--- src/rtl/bgpu_pkg.sv ---
// Shared types for the BGPU instruction-fetch blocks.
package bgpu_pkg;

    typedef enum logic [1:0] {
        IcLookup,
        IcMissReq,
        IcMissWait
    } ic_state_e;

endpackage

--- src/rtl/ic_victim_sel.sv ---
// Per-set victim selection: lowest-index invalid way first, otherwise a round-robin pointer
// that advances only when it was actually used to pick the victim.
module ic_victim_sel #(
    parameter int unsigned NumWays = 2,
    localparam int unsigned WayBits = (NumWays > 1) ? $clog2(NumWays) : 1
) (
    input  logic               clk_i,
    input  logic               rst_ni,
    input  logic [NumWays-1:0] valid_i,
    input  logic               advance_i,
    output logic [WayBits-1:0] victim_o
);

    logic [WayBits-1:0] rr_q;

    // Descending scan so the lowest invalid way wins.
    always_comb begin
        victim_o = rr_q;
        for (int w = int'(NumWays) - 1; w >= 0; w--) begin
            if (!valid_i[w]) victim_o = WayBits'(w);
        end
    end

    always_ff @(posedge clk_i or negedge rst_ni) begin
        if (!rst_ni) begin
            rr_q <= '0;
        end else if (advance_i && (&valid_i)) begin
            rr_q <= (rr_q == WayBits'(NumWays - 1)) ? '0 : rr_q + 1'b1;
        end
    end

endmodule

--- src/rtl/assoc_instruction_cache.sv ---
// Set-associative blocking instruction cache with one outstanding line miss.
// Define BGPU_IC_PERF_COUNTERS_EN to add saturating hit/miss counters.
module assoc_instruction_cache
    import bgpu_pkg::*;
#(
    parameter int unsigned PcWidth          = 9,
    parameter int unsigned NumWarps         = 16,
    parameter int unsigned WarpWidth        = 4,
    parameter int unsigned EncInstWidth     = 32,
    parameter int unsigned CachelineIdxBits = 2,
    parameter int unsigned NumSets          = 4,
    parameter int unsigned NumWays          = 2,
    localparam int unsigned WarpIdBits    = $clog2(NumWarps),
    localparam int unsigned SubwarpIdBits = $clog2(WarpWidth),
    localparam int unsigned LineAddrBits  = PcWidth - CachelineIdxBits,
    localparam int unsigned LineBits      = EncInstWidth * (2 ** CachelineIdxBits)
) (
    input  logic                     clk_i,
    input  logic                     rst_ni,
    input  logic                     flush_i,
    input  logic                     fe_valid_i,
    output logic                     ic_ready_o,
    input  logic [PcWidth-1:0]       fe_pc_i,
    input  logic [WarpWidth-1:0]     fe_act_mask_i,
    input  logic [WarpIdBits-1:0]    fe_warp_id_i,
    input  logic [SubwarpIdBits-1:0] fe_subwarp_id_i,
    output logic                     ic_valid_o,
    input  logic                     dec_ready_i,
    output logic [PcWidth-1:0]       ic_pc_o,
    output logic [WarpWidth-1:0]     ic_act_mask_o,
    output logic [WarpIdBits-1:0]    ic_warp_id_o,
    output logic [SubwarpIdBits-1:0] ic_subwarp_id_o,
    output logic [EncInstWidth-1:0]  ic_inst_o,
    output logic                     mem_req_o,
    input  logic                     mem_ready_i,
    output logic [LineAddrBits-1:0]  mem_addr_o,
    input  logic                     mem_valid_i,
    input  logic [LineBits-1:0]      mem_data_i
`ifdef BGPU_IC_PERF_COUNTERS_EN
    ,
    output logic [31:0]              hit_count_o,
    output logic [31:0]              miss_count_o
`endif
);

    localparam int unsigned SetBits  = $clog2(NumSets);
    localparam int unsigned TagBits  = LineAddrBits - SetBits;
    localparam int unsigned WayBits  = (NumWays > 1) ? $clog2(NumWays) : 1;
    localparam int unsigned NumWords = 2 ** CachelineIdxBits;

    typedef logic [TagBits-1:0]  tag_t;
    typedef logic [LineBits-1:0] line_t;
    typedef struct packed {
        logic [PcWidth-1:0]       pc;
        logic [WarpWidth-1:0]     act_mask;
        logic [WarpIdBits-1:0]    warp_id;
        logic [SubwarpIdBits-1:0] subwarp_id;
    } req_t;

    function automatic logic [EncInstWidth-1:0] word_sel(line_t line,
                                                         logic [CachelineIdxBits-1:0] w);
        logic [EncInstWidth-1:0] res;
        res = '0;
        for (int i = 0; i < int'(NumWords); i++) begin
            if (w == CachelineIdxBits'(i)) res = line[i*EncInstWidth +: EncInstWidth];
        end
        return res;
    endfunction

    ic_state_e               state_q;
    req_t                    req_q, out_req_q;
    logic                    stale_q, mem_req_q, out_valid_q;
    logic [EncInstWidth-1:0] out_inst_q;

    logic [NumWays-1:0] valid_q [NumSets];
    tag_t               tag_q   [NumSets][NumWays];
    line_t              data_q  [NumSets][NumWays];
    logic [WayBits-1:0] victim  [NumSets];

    req_t               fe_req;
    logic [SetBits-1:0] fe_set, req_set;
    tag_t               fe_tag;
    logic               hit, accept, install;
    line_t              hit_line;

    assign fe_req  = '{pc: fe_pc_i, act_mask: fe_act_mask_i, warp_id: fe_warp_id_i,
                       subwarp_id: fe_subwarp_id_i};
    assign fe_set  = fe_pc_i[CachelineIdxBits +: SetBits];
    assign fe_tag  = fe_pc_i[PcWidth-1 -: TagBits];
    assign req_set = req_q.pc[CachelineIdxBits +: SetBits];

    always_comb begin
        hit      = 1'b0;
        hit_line = '0;
        for (int w = 0; w < int'(NumWays); w++) begin
            if (valid_q[fe_set][w] && tag_q[fe_set][w] == fe_tag) begin
                hit      = 1'b1;
                hit_line = data_q[fe_set][w];
            end
        end
    end

    assign ic_ready_o = (state_q == IcLookup) && !flush_i && (!out_valid_q || dec_ready_i);
    assign accept     = fe_valid_i && ic_ready_o;
    // A flush, either earlier in this miss or on the fill cycle itself, blocks the install.
    assign install    = (state_q == IcMissWait) && mem_valid_i && !stale_q && !flush_i;

    always_ff @(posedge clk_i or negedge rst_ni) begin
        if (!rst_ni) begin
            state_q     <= IcLookup;
            req_q       <= '0;
            stale_q     <= 1'b0;
            mem_req_q   <= 1'b0;
            out_valid_q <= 1'b0;
            out_req_q   <= '0;
            out_inst_q  <= '0;
        end else begin
            if (out_valid_q && dec_ready_i) out_valid_q <= 1'b0;
            unique case (state_q)
                IcLookup: begin
                    if (accept && hit) begin
                        out_valid_q <= 1'b1;
                        out_req_q   <= fe_req;
                        out_inst_q  <= word_sel(hit_line, fe_pc_i[CachelineIdxBits-1:0]);
                    end else if (accept) begin
                        req_q     <= fe_req;
                        mem_req_q <= 1'b1;
                        state_q   <= IcMissReq;
                    end
                end
                IcMissReq: begin
                    if (flush_i) stale_q <= 1'b1;
                    if (mem_ready_i) begin
                        mem_req_q <= 1'b0;
                        state_q   <= IcMissWait;
                    end
                end
                IcMissWait: begin
                    if (flush_i) stale_q <= 1'b1;
                    if (mem_valid_i) begin
                        out_valid_q <= 1'b1;
                        out_req_q   <= req_q;
                        out_inst_q  <= word_sel(mem_data_i, req_q.pc[CachelineIdxBits-1:0]);
                        stale_q     <= 1'b0;
                        state_q     <= IcLookup;
                    end
                end
                default: state_q <= IcLookup;
            endcase
        end
    end

    always_ff @(posedge clk_i or negedge rst_ni) begin
        if (!rst_ni) begin
            for (int s = 0; s < int'(NumSets); s++) valid_q[s] <= '0;
        end else if (flush_i) begin
            for (int s = 0; s < int'(NumSets); s++) valid_q[s] <= '0;
        end else if (install) begin
            valid_q[req_set][victim[req_set]] <= 1'b1;
        end
    end

    // Tag and data arrays are qualified by valid_q and need no reset.
    always_ff @(posedge clk_i) begin
        if (install) begin
            tag_q[req_set][victim[req_set]]  <= req_q.pc[PcWidth-1 -: TagBits];
            data_q[req_set][victim[req_set]] <= mem_data_i;
        end
    end

    for (genvar s = 0; s < NumSets; s++) begin : g_victim
        ic_victim_sel #(
            .NumWays(NumWays)
        ) u_victim_sel (
            .clk_i    (clk_i),
            .rst_ni   (rst_ni),
            .valid_i  (valid_q[s]),
            .advance_i(install && (req_set == SetBits'(s))),
            .victim_o (victim[s])
        );
    end

    assign ic_valid_o      = out_valid_q;
    assign ic_pc_o         = out_req_q.pc;
    assign ic_act_mask_o   = out_req_q.act_mask;
    assign ic_warp_id_o    = out_req_q.warp_id;
    assign ic_subwarp_id_o = out_req_q.subwarp_id;
    assign ic_inst_o       = out_inst_q;
    assign mem_req_o       = mem_req_q;
    assign mem_addr_o      = req_q.pc[PcWidth-1:CachelineIdxBits];

`ifdef BGPU_IC_PERF_COUNTERS_EN
    logic [31:0] hit_cnt_q, miss_cnt_q;

    always_ff @(posedge clk_i or negedge rst_ni) begin
        if (!rst_ni) begin
            hit_cnt_q  <= '0;
            miss_cnt_q <= '0;
        end else if (accept) begin
            if (hit && hit_cnt_q != '1) hit_cnt_q <= hit_cnt_q + 32'd1;
            if (!hit && miss_cnt_q != '1) miss_cnt_q <= miss_cnt_q + 32'd1;
        end
    end

    assign hit_count_o  = hit_cnt_q;
    assign miss_count_o = miss_cnt_q;
`endif

endmodule

--- config.mk ---
export PLATFORM = sky130hd
export DESIGN_NAME = assoc_instruction_cache
export DESIGN_NICKNAME = d
export VERILOG_FILES = /design/src/rtl/bgpu_pkg.sv /design/src/rtl/ic_victim_sel.sv /design/src/rtl/assoc_instruction_cache.sv
export SDC_FILE = /design/constraint.sdc
export NUM_CORES = 1
export LEC_CHECK = 0
export BUFFER_PORTS_ARGS = -buffer_cell sky130_fd_sc_hd__buf_2
export CAP_MARGIN = 20
export CORE_ASPECT_RATIO = 2
export CORE_UTILIZATION = 45
export DETAILED_ROUTE_END_ITERATION = 10
export PLACE_DENSITY_LB_ADDON = 0.08
export SLEW_MARGIN = 40
export SYNTH_ARGS = -nofsm -noshare
export SYNTH_HDL_FRONTEND = slang
export SYNTH_SLANG_ARGS = --single-unit
--- constraint.sdc ---
create_clock -name clk_i -period 12.9 [get_ports clk_i]
set_input_delay 1.935 -clock clk_i [delete_from_list [all_inputs] [get_ports clk_i]]
set_output_delay 1.935 -clock clk_i [all_outputs]
set_load 0.05 [all_outputs]
* After elaboration in Yosys (flattened, before gate mapping) *
Memory sizes are Yosys's and may differ from the RTL's.
Index checks and enable logic that the tools add are counted.

cells by class
  $add $sub $neg = 4
  magnitude comparators = 7
  equality and inequality tests = 18
  multiplexer cells = 65
  bitwise logic cells = 5
  reductions and logical operators = 41

operators by type and width
  operator                                                               count
  128-bit 2-to-1 mux                                                     3
  32-bit 2-to-1 mux                                                      10
  256-bit 2-to-1 mux                                                     1
  128-bit demux with 1-bit select                                        1
  32-bit case mux with 2 select lines                                    1
  19-bit 2-to-1 mux                                                      2
  19-bit case mux with 2 select lines                                    1
  1-bit 2-to-1 mux                                                       26
  1-bit logical AND                                                      21
  8-bit 2-to-1 mux                                                       2
  2-bit equality test, second input constant                             7
  2-bit 2-to-1 mux                                                       7
  5-bit equality test                                                    2
  10-bit 2-to-1 mux                                                      1
  2-bit by 1-bit equality test with 1-bit output, second input constant  4
  2-bit logical NOT                                                      4
  2-bit != test, second input constant                                   4
  8-bit bitwise OR                                                       1
  2-bit AND reduction                                                    4
  4-bit AND reduction                                                    2
  2-bit nonzero test                                                     4
  3-bit >= comparator, second input constant                             2
  2-bit NOT with 3-bit output                                            2
  1-bit case mux with 2 select lines                                     3
  19 further kinds                                                       25

word-level totals
  flip-flop bits (word level) = 87
  bits in writable memories = 1,064
  input bits = 154
  output and inout port bits = 61
  word-level logic and storage cells = 163
  memories = 2

memories
  memory  depth  width  read ports  clocked after Yosys merged registers in  write ports  line                           source
  data_q  4      256    1           0                                        1            assoc_instruction_cache.sv:77  line_t data_q [NumSets][NumWays];
  tag_q   4      10     1           0                                        1            assoc_instruction_cache.sv:76  tag_t tag_q [NumSets][NumWays];

* Depth between registers and ports, before layout *
  word-level depth = 14
  gate-level depth with buffers = 12
  mapped depth without buffers = 8

* Hierarchy *
Synthesis repeated with hierarchy kept, for this count alone.

unflattened totals
  cell total of the unflattened synthesis = 2,011
  area total of the unflattened synthesis = 45,437.3 µm²

modules (own cells, without submodules)
  module                   times used  cells an instance  area each (µm²)  sequential area each (µm²)
  assoc_instruction_cache  1           1,991              45,237.1         34,027.6
  ic_victim_sel            4           5                  50.0             25.0

* Worst setup path after synthesis *
Ideal clock, no wire load.

  kind = input -> register
  from = input flush_i
  to = memory data_q[0][0] in the netlist's numbering (enable)
  setup time = 643 ps
  arrival time = 8,626 ps
  required time = 12,257 ps
  path slack = 3,631 ps
  cell stages on the path = 4
  path buffers = 1
  path through = clkbuf_1 > or3_1 > nor3_1 > nor2b_1

between the ends
  cells in the longest elaborated chain, start to end = 4

RTL lines
  element                                   line                            source
  start, declared                           assoc_instruction_cache.sv:20   input logic flush_i,
  1-bit logical NOT                         assoc_instruction_cache.sv:106  assign install = (state_q == IcMissWait) && mem_valid_i && !stale_q && !flush_i;
  1-bit logical AND                         assoc_instruction_cache.sv:106
  1-bit 2-to-1 mux                          assoc_instruction_cache.sv:165  if (install) begin
  256-bit 2-to-1 mux (not written as such)  assoc_instruction_cache.sv:167  data_q[req_set][victim[req_set]] <= mem_data_i;
  end, declared                             assoc_instruction_cache.sv:77

Every way passes these cells.

* Final worst setup path *
  from = input fe_pc_i[3]
  to = register state_q[0]

between the ends
  cells in the longest elaborated chain, start to end = 10
  elaborated cells between the ends (all ways) = 14
  classes of those cells = eq/ne (3); mux (5); bitwise (1); reduce/logical (4); memory (1)

RTL lines
  element                                                    line                            source
  start, declared                                            assoc_instruction_cache.sv:23   input logic [PcWidth-1:0] fe_pc_i,
  branches (longest 6 deep; another with memory 4 x 10 bit)  --
  1-bit 2-to-1 mux (*)                                       assoc_instruction_cache.sv:96   if (valid_q[fe_set][w] && tag_q[fe_set][w] == fe_tag) begin
  1-bit logical AND (*)                                      assoc_instruction_cache.sv:121  if (accept && hit) begin
  2-bit != test (no source line) (*)                         --
  4-bit AND reduction (no source line) (*)                   --
  end signal, assigned                                       assoc_instruction_cache.sv:110  state_q <= IcLookup;
  end signal, assigned                                       assoc_instruction_cache.sv:128  state_q <= IcMissReq;
  end signal, assigned                                       assoc_instruction_cache.sv:135  state_q <= IcMissWait;
  end, declared                                              assoc_instruction_cache.sv:70   ic_state_e state_q;

Mark *: on every way between the ends. The select of a mux whose other input is x is not followed.
A chain may end at the register's enable or synchronous reset.

==> metrics <==
Die Y=452 um; largest buffer count on any clock path=3; Gate power share=14.2%; P_sw=2.26 mW; skew final=16.4 ps; synthesized instance count=1997; vias per std cell=5.85; setup TNS=0 ps; cts bufs inserted=103; number of remaining DRC errors=0; fin. max-slew vios=0; #FFs+latches synth=1151; first-pass GRT wire length=163000 um; Final GP Congestion=0.783; Placement Setup Slack=6220 ps; Worst-Skew Late Latency=700 ps; Port Buffers=214; TritonCTS clock tree=built; share of the synthesized area in the top cell type=70.2%; first drt pass iteration count=5; total of max-cap violations=0; post-DP HPWL=62600 um; Critical Path AT=6460 ps; final WL=110000 um; Required @ worst endpoint=13470 ps; r2r worst-path depth=8; CTS sink count=1151; P_leak=17.1 nW; routed len/inst=30.0 um; clock-pin transition on the worst setup and hold timing paths=70 ps; share of cells above drive strength 1=37.9%; CTS resizes=0; status=complete, no violations; RSZ-0062 raised after global routing=false; internal power=6.61 mW; Highest Clock Rate=170 MHz; RR Startpoint=state_q[0]; Switching Fraction=25.5%; CP Launch Type=input port; gr ovfl total=0; synthesized net count=2155; Fillers=7845; Initial Util=45.5%; Tot GR Track Use=22.3%; fin crit share=45.7%; area leader, netlist=edfxtp_1; Slew headroom=40.9%; Core ar.=99900 um^2; Post-CTS Setup Inserts=0; Mapped Area=45500 um^2; asr flop ratio synth=7.56%; largest net degree at the start of global routing=101; Placement Rows=164; Min-Delay Path Class=reg2reg; Setup crit end kind=flop; via count=21400; H-tree depth=3; Synth area leaders=edfxtp_1 70%, mux4_2 17%, dfrtp_1 4.8%; Final Instance Area=52200 um^2; post-synthesis sequential area ratio=75.0%; Final ANT Viol Nets=0; Syn Area/Cell=22.8 um^2; Worst R2R Setup Slack=8750 ps; Hold Crit Endpoint=g_victim[2].u_victim_sel.rr_q; hold-fix buffers at CTS=0; Placement Cell Area=48500 um^2; Syn-to-layout area delta=14.7%; DRT iter0 DRCs=1621; vias in the first global route=23600; Top FF cell, synth=edfxtp_1; Hold Vio Cnt, Final=0; HP Start=g_victim[2].u_victim_sel.rr_q; Synth cell types=47; hold depth=1; worst-margin pin slew=887 ps; Worst Path Max Fanout=59; r2r endpoint=data_q[0][98]; initial antenna violation count=20; Setup Crit Path Kind=in2reg; Clk pwr share=36.9%; # nets final=2403; I/O pin count=215; synth warn=0; Pwr Total=8.87 mW; Pwr per Cell Area=170 nW/um^2; final setup fails=0; Final Util=52.2%; Die X=227 um; maximum VDD drop=134 uV; Flop pwr share=48.9%; Die ar.=102000 um^2; Min Clock Period, post-route=5890 ps; Post-synth EDFFs=1064; clock root buffer=clkbuf_16; Worst Slack Setup Final=7010 ps
-- placed cells by master, fill, tap and decap left out, types with 8 or more instances in the layout --
cell and instances:
clkbuf_1 17, clkinv_2 16, a21oi_1 58, buf_12 9
bufinv_16 18, buf_16 13, nor2_1 9, nand2_1 20
inv_1 22, buf_2 211, mux2i_1 24, buf_4 21
clkinvlp_4 10, dfrtp_1 85, mux4_2 349, mux2_2 39
nor2b_1 28, edfxtp_1 1064, buf_6 8, mux2_4 44
clkinv_1 11, clkbuf_16 106, o21ai_0 12, nand3_1 30
-- critical path, stage by stage --
cell and delay (ps):
buf_8 340, buf_16 340, buf_4 700, nand2_1 100, o21ai_0 100, a32oi_1 210
buf_2 250, nor2_4 700, buf_4 550, nor3_2 130, buf_4 260, o221ai_1 300
mux2_2 380
-- logic make-up after synthesis --
| kind of cell | after synthesis | share of synthesized area (%) |
|---|---|---|
| buf+inv | 144 | 1.46 |
| mux | 456 | 20.2 |
| compound gates | 116 | 1.58 |
| fa+ha+maj | 4 | 0.110 |
| xor+xnor | 16 | 0.374 |
| simple gates | 110 | 1.25 |
| flops | 1151 | 75.0 |
-- flip-flops by register name, indices dropped and copies added (netlist names) --
name	cells
stale_q	1
req_q	12
tag_q	40
ic_inst_o	32
ic_warp_id_o	4
mem_req_o	1
ic_act_mask_o	4
g_victim.u_victim_sel.rr_q	4
ic_pc_o	9
mem_addr_o	7
ic_subwarp_id_o	2
state_q	2
ic_valid_o	1
data_q	1024
valid_q	8
-- metal layers --
metal	vias up	wire (um)	GRT usage, %
li1	8930	-	-
met1	11700	43400	28.0
met2	564	58600	39.3
met3	176	5240	3.41
met4	16	2540	6.85
met5	-	80	0
-- Yosys cell counts (all sizes together) (16+ instances only) --
library cell / number
edfxtp: 1064
mux4: 349
dfrtp: 87
mux2: 83
buf: 81
a21oi: 58
clkbuf: 40
nand3: 30
nor2b: 29
mux2i: 24
inv: 23
nand2: 20
nor2: 16
-- worst max-delay path by stage --
stage,slack [ps],to,cells past startpoint,startpoint
floorplan,3630,data_q[0][0],4,flush_i
global placement,5810,ic_inst_o[30],9,fe_pc_i[2]
detailed placement,6220,state_q[0],13,fe_pc_i[3]
CTS,6990,state_q[0],13,fe_pc_i[3]
global route,6810,state_q[0],13,fe_pc_i[3]
finish,7010,state_q[0],13,fe_pc_i[3]
-- cell type report --
class / count / area [um^2] / area share [%]
Antenna cell: 4 / 10.0 / 0.0192
Clock buffer: 128 / 2790 / 5.34
Clock inverter: 64 / 823 / 1.58
Inverter: 23 / 88.8 / 0.170
Multi-Input combinational cell: 702 / 10800 / 20.7
Sequential cell: 1151 / 34100 / 65.4
Tap cell: 1328 / 1660 / 3.18
Timing Repair Buffer: 264 / 1870 / 3.59
-- per-stage QoR --
| stage | cells | hold slack [ps] |
|---|---|---|
| CTS | 3658 | 466 |
| global route | 3660 | 503 |
| finish | 3664 | 472 |
| floorplan | 1997 | 436 |
| detailed placement | 3466 | 455 |
| global placement | 3451 | 450 |
-- power by group through the flow --
| stage | Clock, mW | Sequential (mW) | Combinational [mW] |
|---|---|---|---|
| after floorplan | 0 | 4.58 | 0.705 |
| after global placement | 0 | 4.41 | 1.25 |
| after detailed placement | 0 | 4.41 | 1.28 |
| after CTS | 3.35 | 4.34 | 1.28 |
| after global routing | 3.48 | 4.35 | 1.34 |
| final | 3.28 | 4.33 | 1.26 |
No activity file was read; power rests on OpenSTA's default activity.
